<file path="config.mk">
export PLATFORM = sky130hd
export DESIGN_NAME = sprites_gen_flat
export DESIGN_NICKNAME = d
export VERILOG_FILES = /design/src/rtl/sprites_pkg.sv /design/src/rtl/sprites_gen_if.sv /design/src/rtl/sprshift_gen.sv /design/src/rtl/sprites_gen.sv /design/src/flat_wrapper.sv
export SDC_FILE = /design/constraint.sdc
export NUM_CORES = 1
export LEC_CHECK = 0
export BUFFER_PORTS_ARGS = -buffer_cell sky130_fd_sc_hd__buf_2
export CELL_PAD_IN_SITES_DETAIL_PLACEMENT = 1
export CELL_PAD_IN_SITES_GLOBAL_PLACEMENT = 2
export CORE_MARGIN = 2
export CORE_UTILIZATION = 41
export CTS_BUF_LIST = sky130_fd_sc_hd__clkbuf_2
export DETAILED_ROUTE_END_ITERATION = 10
export GPL_ROUTABILITY_DRIVEN = 0
export GPL_TIMING_DRIVEN = 0
export PLACE_DENSITY_LB_ADDON = 0.1
export SLEW_MARGIN = 0
export SYNTH_ARGS = -nofsm -noshare
export SYNTH_HDL_FRONTEND = slang
export SYNTH_SLANG_ARGS = --single-unit
</file>
<file path="constraint.sdc">
create_clock -name clk -period 1.7 [get_ports clk]
set_clock_uncertainty 0.15 [all_clocks]
set_input_delay 0.255 -clock clk [delete_from_list [all_inputs] [get_ports clk]]
set_output_delay 0.255 -clock clk [all_outputs]
set_load 0.02 [all_outputs]
</file>
<file path="src/rtl/sprites_pkg.sv">
// Shared constants and helpers for the sprite engine: register offsets,
// default register base, and width/index functions for the output buses.
package sprites_pkg;

  localparam logic [1:0] REG_POS  = 2'd0;
  localparam logic [1:0] REG_CTL  = 2'd1;
  localparam logic [1:0] REG_DATA = 2'd2;
  localparam logic [1:0] REG_DATB = 2'd3;

  localparam logic [8:0] DEFAULT_BASE = 9'h140;

  // Bit position of group pair (p,q), p<q, in lexicographic order over g groups.
  function automatic int pair_idx(input int p, input int q, input int g);
    return p * g - (p * (p + 1)) / 2 + (q - p - 1);
  endfunction

  function automatic int sprdata_w(input int num_spr);
    return $clog2(num_spr / 2) + 2;
  endfunction

  // A single group has no pairs; keep one always-zero bit so the port stays legal.
  function automatic int clx_w(input int num_spr);
    int g;
    g = num_spr / 2;
    return (g * (g - 1) / 2 > 0) ? g * (g - 1) / 2 : 1;
  endfunction

endpackage

</file>
<file path="src/rtl/sprites_gen_if.sv">
// Register write bus into the sprite engine: address [8:1] and data.
interface sprites_gen_if #(
  parameter int SPR_W = 16
);
  logic [8:1]       reg_address_in;
  logic [SPR_W-1:0] data_in;

  modport master (output reg_address_in, data_in);
  modport slave  (input  reg_address_in, data_in);
endinterface

</file>
<file path="src/rtl/sprshift_gen.sv">
// One hardware sprite: position/control/data registers, arm and load logic,
// and the pair of output shifters that serialise the sprite's pixel data.
module sprshift_gen
  import sprites_pkg::*;
#(
  parameter int SPR_W = 16
) (
  input  logic             clk,
  input  logic             reset_n,
  input  logic             wr_en,
  input  logic [1:0]       reg_sel,
  input  logic [SPR_W-1:0] data_in,
  input  logic [8:0]       hpos,
  input  logic             pix_en,
  output logic [1:0]       d,
  output logic             attach
);

  logic             armed;
  logic             load;
  logic [8:0]       hstart;
  logic [SPR_W-1:0] datla, datlb;
  logic [SPR_W-1:0] shifta, shiftb;

  // NOTE: the data latches are ordinary flops and are cleared with the rest of
  // the state, so a reset can never replay stale sprite data.
  always_ff @(posedge clk or negedge reset_n) begin
    if (!reset_n) begin
      armed  <= 1'b0;
      attach <= 1'b0;
      hstart <= '0;
      datla  <= '0;
      datlb  <= '0;
    end else if (wr_en) begin
      // NOTE: sequential state uses <= so every register samples pre-edge values.
      case (reg_sel)
        REG_POS:  hstart[8:1] <= data_in[7:0];
        REG_CTL: begin
          attach    <= data_in[7];
          hstart[0] <= data_in[0];
          armed     <= 1'b0;
        end
        REG_DATA: begin
          datla <= data_in;
          armed <= 1'b1;
        end
        REG_DATB: datlb <= data_in;
        default:  ;
      endcase
    end
  end

  // Match is registered into load, so the shifter reloads one pixel after the
  // match and its MSB is visible two pixels after hstart.
  always_ff @(posedge clk or negedge reset_n) begin
    if (!reset_n) begin
      load   <= 1'b0;
      shifta <= '0;
      shiftb <= '0;
    end else if (pix_en) begin
      load <= armed && (hpos == hstart);
      if (load) begin
        shifta <= datla;
        shiftb <= datlb;
      end else begin
        shifta <= {shifta[SPR_W-2:0], 1'b0};
        shiftb <= {shiftb[SPR_W-2:0], 1'b0};
      end
    end
  end

  assign d = {shiftb[SPR_W-1], shifta[SPR_W-1]};

endmodule

</file>
<file path="src/rtl/sprites_gen.sv">
// Sprite engine: NUM_SPR sprite shifters, group priority/attach resolution
// into one colour index, and a sticky group-pair collision register.
module sprites_gen
  import sprites_pkg::*;
#(
  parameter int         NUM_SPR = 8,
  parameter int         SPR_W   = 16,
  parameter logic [8:0] BASE    = DEFAULT_BASE
) (
  input  logic                            clk,
  input  logic                            reset_n,
  sprites_gen_if.slave                    bus,
  input  logic [8:0]                      hpos,
  input  logic                            pix_en,
  input  logic                            sprena,
  input  logic [NUM_SPR/2-1:0]            clx_odd_en,
  input  logic                            clx_rd,
  output logic [NUM_SPR-1:0]              nsprite,
  output logic [sprdata_w(NUM_SPR)-1:0]   sprdata,
  output logic [clx_w(NUM_SPR)-1:0]       clxdat
);

  localparam int G  = NUM_SPR / 2;
  localparam int SW = sprdata_w(NUM_SPR);
  localparam int NP = clx_w(NUM_SPR);

  logic       sel;
  logic [2:0] spr_idx;
  logic [1:0] reg_sel;

  assign sel     = (bus.reg_address_in[8:6] == BASE[8:6]);
  assign spr_idx = bus.reg_address_in[5:3];
  assign reg_sel = bus.reg_address_in[2:1];

  logic [1:0]         d [NUM_SPR];
  logic [NUM_SPR-1:0] attach;

  // Only indices below NUM_SPR have an instance, so higher indices are dropped.
  for (genvar i = 0; i < NUM_SPR; i++) begin : g_spr
    sprshift_gen #(.SPR_W(SPR_W)) u_shift (
      .clk     (clk),
      .reset_n (reset_n),
      .wr_en   (sel && (spr_idx == 3'(i))),
      .reg_sel (reg_sel),
      .data_in (bus.data_in),
      .hpos    (hpos),
      .pix_en  (pix_en),
      .d       (d[i]),
      .attach  (attach[i])
    );
  end

  always_comb begin
    nsprite = '0;
    for (int i = 0; i < NUM_SPR; i++) nsprite[i] = sprena && (d[i] != 2'b00);
  end

  logic found;

  // NOTE: every always_comb output gets a default first so no latch is inferred.
  always_comb begin
    sprdata = '0;
    found   = 1'b0;
    for (int g = 0; g < G; g++) begin
      if (!found && (nsprite[2*g] || nsprite[2*g+1])) begin
        found = 1'b1;
        if (attach[2*g] || attach[2*g+1])
          sprdata = SW'({d[2*g+1], d[2*g]});
        else if (nsprite[2*g])
          sprdata = SW'((g << 2) | int'(d[2*g]));
        else
          sprdata = SW'((g << 2) | int'(d[2*g+1]));
      end
    end
  end

  logic [G-1:0]  hit;
  logic [NP-1:0] new_hit;

  // Odd sprites take part in collisions only when their group enables them.
  always_comb begin
    hit     = '0;
    new_hit = '0;
    for (int g = 0; g < G; g++)
      hit[g] = (d[2*g] != 2'b00) || (clx_odd_en[g] && (d[2*g+1] != 2'b00));
    for (int p = 0; p < G; p++)
      for (int q = p + 1; q < G; q++)
        new_hit[pair_idx(p, q, G)] = hit[p] && hit[q];
  end

  // A read clears history, but a hit landing in the same cycle survives it.
  always_ff @(posedge clk or negedge reset_n) begin
    if (!reset_n) clxdat <= '0;
    else          clxdat <= (clx_rd ? '0 : clxdat) | ((pix_en && sprena) ? new_hit : '0);
  end

endmodule

</file>
<file path="src/flat_wrapper.sv">
// flat-port wrapper written by rule: the top's interface ports become plain ports
module sprites_gen_flat import sprites_pkg::*;
#(
  parameter int         NUM_SPR = 8,
  parameter int         SPR_W   = 16,
  parameter logic [8:0] BASE    = DEFAULT_BASE
)
  (clk, reset_n, hpos, pix_en, sprena, clx_odd_en, clx_rd, nsprite, sprdata, clxdat, bus_reg_address_in, bus_data_in);
  sprites_gen_if #(.SPR_W(SPR_W)) bus_i ();
  input  logic clk;
  input  logic reset_n;
  input  logic [8:0] hpos;
  input  logic pix_en;
  input  logic sprena;
  input  logic [NUM_SPR/2-1:0] clx_odd_en;
  input  logic clx_rd;
  output logic [NUM_SPR-1:0] nsprite;
  output logic [sprdata_w(NUM_SPR)-1:0] sprdata;
  output logic [clx_w(NUM_SPR)-1:0] clxdat;
  input wire logic [$bits(bus_i.reg_address_in)-1:0] bus_reg_address_in;
  input wire logic [$bits(bus_i.data_in)-1:0] bus_data_in;
  assign bus_i.reg_address_in = bus_reg_address_in;
  assign bus_i.data_in = bus_data_in;
  sprites_gen #(.NUM_SPR(NUM_SPR), .SPR_W(SPR_W), .BASE(BASE)) u_core (.clk(clk), .reset_n(reset_n), .bus(bus_i), .hpos(hpos), .pix_en(pix_en), .sprena(sprena), .clx_odd_en(clx_odd_en), .clx_rd(clx_rd), .nsprite(nsprite), .sprdata(sprdata), .clxdat(clxdat));
endmodule
</file>
==> impl_metrics.json <==
{
  "status": "finished with violations",
  "violations": "hold timing, setup timing",
  "grt_overflow_total": 0,
  "path_class": "reg2out",
  "coreArea_mm2": 0.0632,
  "ys_types": 38,
  "cap_violations": 0,
  "critical_path.max_stage_delay_ns": 0.45,
  "fin_cells": 3442,
  "cts_buffers": 169,
  "hp-class": "in2reg",
  "grt_util_met1_pct": 33.4,
  "synth_largest_area_cell": "dfrtp_1",
  "dp.cells": 3029,
  "setup_viol": 260,
  "cp_max_fo": 5,
  "initial_core_util_pct": 41.5,
  "register_area_mm2": 0.0154,
  "syn_nets": 2175,
  "synth_top_area_share_pct": 58.5,
  "drive_gt1_share_pct": 31.9,
  "fp.dieArea_mm2": 0.0661,
  "cts_tree": "yes",
  "ys.flop_type": "dfrtp_1",
  "yosysMostFrequentCell": "dfrtp_1",
  "htree_num_levels": 4,
  "power.leakage_nw": 13.9,
  "final.min_clock_period_ns": 3.24,
  "grt.busiest_layer": "met2",
  "clkLatencyLatePin_ns": 1.34,
  "slew_viol_final": 0,
  "pin_count": 60,
  "synth_edf_count": 0,
  "drt-wirelength-per-cell_um": 23.0,
  "synthArstFlopShare_pct": 100,
  "syn2layout_area_growth_pct": 18.1,
  "ys_seq_elements": 614,
  "die_w_um": 257,
  "synth_cells": 2129,
  "avgSynthCellArea_um2": 12.3,
  "syn_area_mm2": 0.0262,
  "synthTopCellsByCount": "614 x dfrtp_1, 344 x mux2_2, 244 x nor2_1, 242 x a21oi_1, 240 x mux2i_1",
  "synth_area_leaders": "dfrtp_1 59%, mux2_2 15%, mux2i_1 9.2%",
  "fill_cells": 6734,
  "start_kind": "flop",
  "firstDrtPassIters": 6,
  "grt_use_total_pct": 24.0,
  "grt_pass1_wl_um": 120000,
  "cts_sinks": 614,
  "met2_usage_pct": 37.1,
  "vias": 18159,
  "drt_iter0_drc": 996,
  "min_period_over_period_pct": 191,
  "antenna_found_initial": 13,
  "worstSetupEndpointType": "primary output",
  "relSlewSlack_pct": 7.02,
  "fin_total_pwr_mw": 31.9,
  "crit_required_ns": 1.29,
  "clk_pin_slew_worst_paths_ns": 0.11,
  "synth.yosys.seq_area_share_pct": 58.5,
  "port_buffers": 48,
  "multi_input_area_mm2": 0.0103,
  "hpwl_um": 47400,
  "fin_nets": 2514,
  "clk_root_buffer_cell": "clkbuf_2",
  "arrival_ns": 2.84,
  "grt_setup_unrepaired": "yes",
  "fin_ws_ns": -1.54,
  "worst_pin_slew_ns": 1.39,
  "via_per_inst": 5.28,
  "grt_pass1_vias": 19796,
  "holdWs_ns": -0.528,
  "clockBufferDepth": 3,
  "hold_viol": 84,
  "fmax_ghz": 0.308,
  "ant_nets": 0,
  "crit_path_top_delay_cell": "dfrtp_2",
  "use_met3_pct": 4.40,
  "die_h_um": 257,
  "routed_wl_um": 79100,
  "rows": 92,
  "drc": 0,
  "grt_max_degree": 119,
  "crit_chain": "o41ai_4, nand2_2, a21oi_1, o21a_2, buf_6",
  "power.density_mw_per_mm2": 1030,
  "ir_worst_vdd_mv": 0.548,
  "yosysWarnings": 0
}
-- flip-flops by register name (all words and copies together), names as in the netlist --
register,count
u_core.g_spr.u_shift.armed,8
u_core.g_spr.u_shift.load,8
u_core.g_spr.u_shift.shiftb,128
u_core.g_spr.u_shift.shifta,128
u_core.g_spr.u_shift.attach,8
u_core.g_spr.u_shift.datla,128
u_core.g_spr.u_shift.datlb,128
u_core.clxdat,6
u_core.g_spr.u_shift.hstart,72
-- what timing repair did --
action	CTS	global route
endpoints found under the setup margin	257	802
hold buffers	92	13
gates resized for setup	92	37
gates cloned	0	2
setup buffers	19	6
endpoints found under the hold margin	1148	321
pin swaps	11	13
-- metrics by stage --
step	hold WS (ns)	utilization, %	setup TNS, ns	area, µm²	worst slack (ns)
after floorplan	-0.191	-	-2.93	26400	-0.0694
after detailed placement	-0.0249	44.1	-389.24	27900	-0.949
final	-0.528	49.1	-54.32	31000	-1.54
after CTS	-0.128	48.7	-186.07	30800	-1.66
after global routing	-0.637	49.0	-43.31	31000	-1.73
after global placement	0.335	43.8	-8135.03	27700	-12.79
-- kinds of logic (layout without fill, tap and decap cells) --
family	count (synthesis)	count (layout)	synth area share [%]
mux	584	584	23.9
compound gates	305	305	6.13
fa+ha+maj	4	4	0.191
other cells	0	8	0
simple gates	362	362	6.06
flops	614	614	58.5
xor+xnor	72	72	2.40
buf+inv	188	647	2.76
-- layout by cell type (no fill, tap or decap), types with 10 or more instances in the layout --
cell	count
mux2_2	344
buf_6	33
clkinv_1	19
nor2_1	244
inv_1	38
nand4_1	16
buf_2	41
nand3_1	17
dfrtp_1	598
xnor2_1	38
buf_4	26
clkbuf_2	271
nand2_2	18
xor2_1	32
dlygate4sd3_1	81
a21oi_1	242
o22ai_1	12
dfrtp_2	16
mux2i_1	239
clkbuf_1	83
buf_12	16
clkbuf_4	10
nand2_1	30
o21ai_0	19
-- metal layers --
layer	part of all wire (%)	wire, µm
met1	46	36700
met2	47	36900
met3	4.3	3380
met4	2.7	2120
met5	0.038	30
-- worst max-delay path, delay by kind of cell (launching register included) --
kind            cells  cell delay [ns]
simple gates        1             0.17
buf+inv             1             0.12
flops               1             0.45
compound gates      3             0.77
-- worst paths after layout --
check | from | to | slack, ns | cells after the start
min | bus_reg_address_in[6] | u_core.g_spr[4].u_shift.armed | -0.53 | 5
max reg2reg | u_core.g_spr[5].u_shift.hstart[1] | u_core.g_spr[5].u_shift.load | 0.06 | 4
min in group asynchronous | reset_n | u_core.g_spr[1].u_shift.shiftb[0] | 0.03 | 16
max in group asynchronous | reset_n | u_core.g_spr[2].u_shift.datlb[14] | 0.02 | 17
min reg2reg | u_core.g_spr[2].u_shift.datlb[7] | u_core.g_spr[2].u_shift.datlb[7] | 0.36 | 1
max | u_core.g_spr[3].u_shift.shifta[15] | sprdata[1] | -1.54 | 5
-- cell type report --
type / instances / share of cell area [%]
clock inverters: 31 / 0.557
multi-input cells: 1327 / 33.3
well taps: 846 / 3.41
repair buffers: 178 / 6.16
diodes: 8 / 0.0646
flip-flops and latches: 614 / 49.6
clock buffers: 260 / 4.20
inverters: 38 / 0.460
plain buffers: 140 / 2.20
-- report_power, final --
group	internal (mW)	switching (mW)	leakage (nW)
sequential	16.2	0.988	7.58
combinational	1.89	2.28	5.11
clock	4.30	6.31	1.18
total	22.3	9.58	13.9
Power figures use the tool's default switching activity.
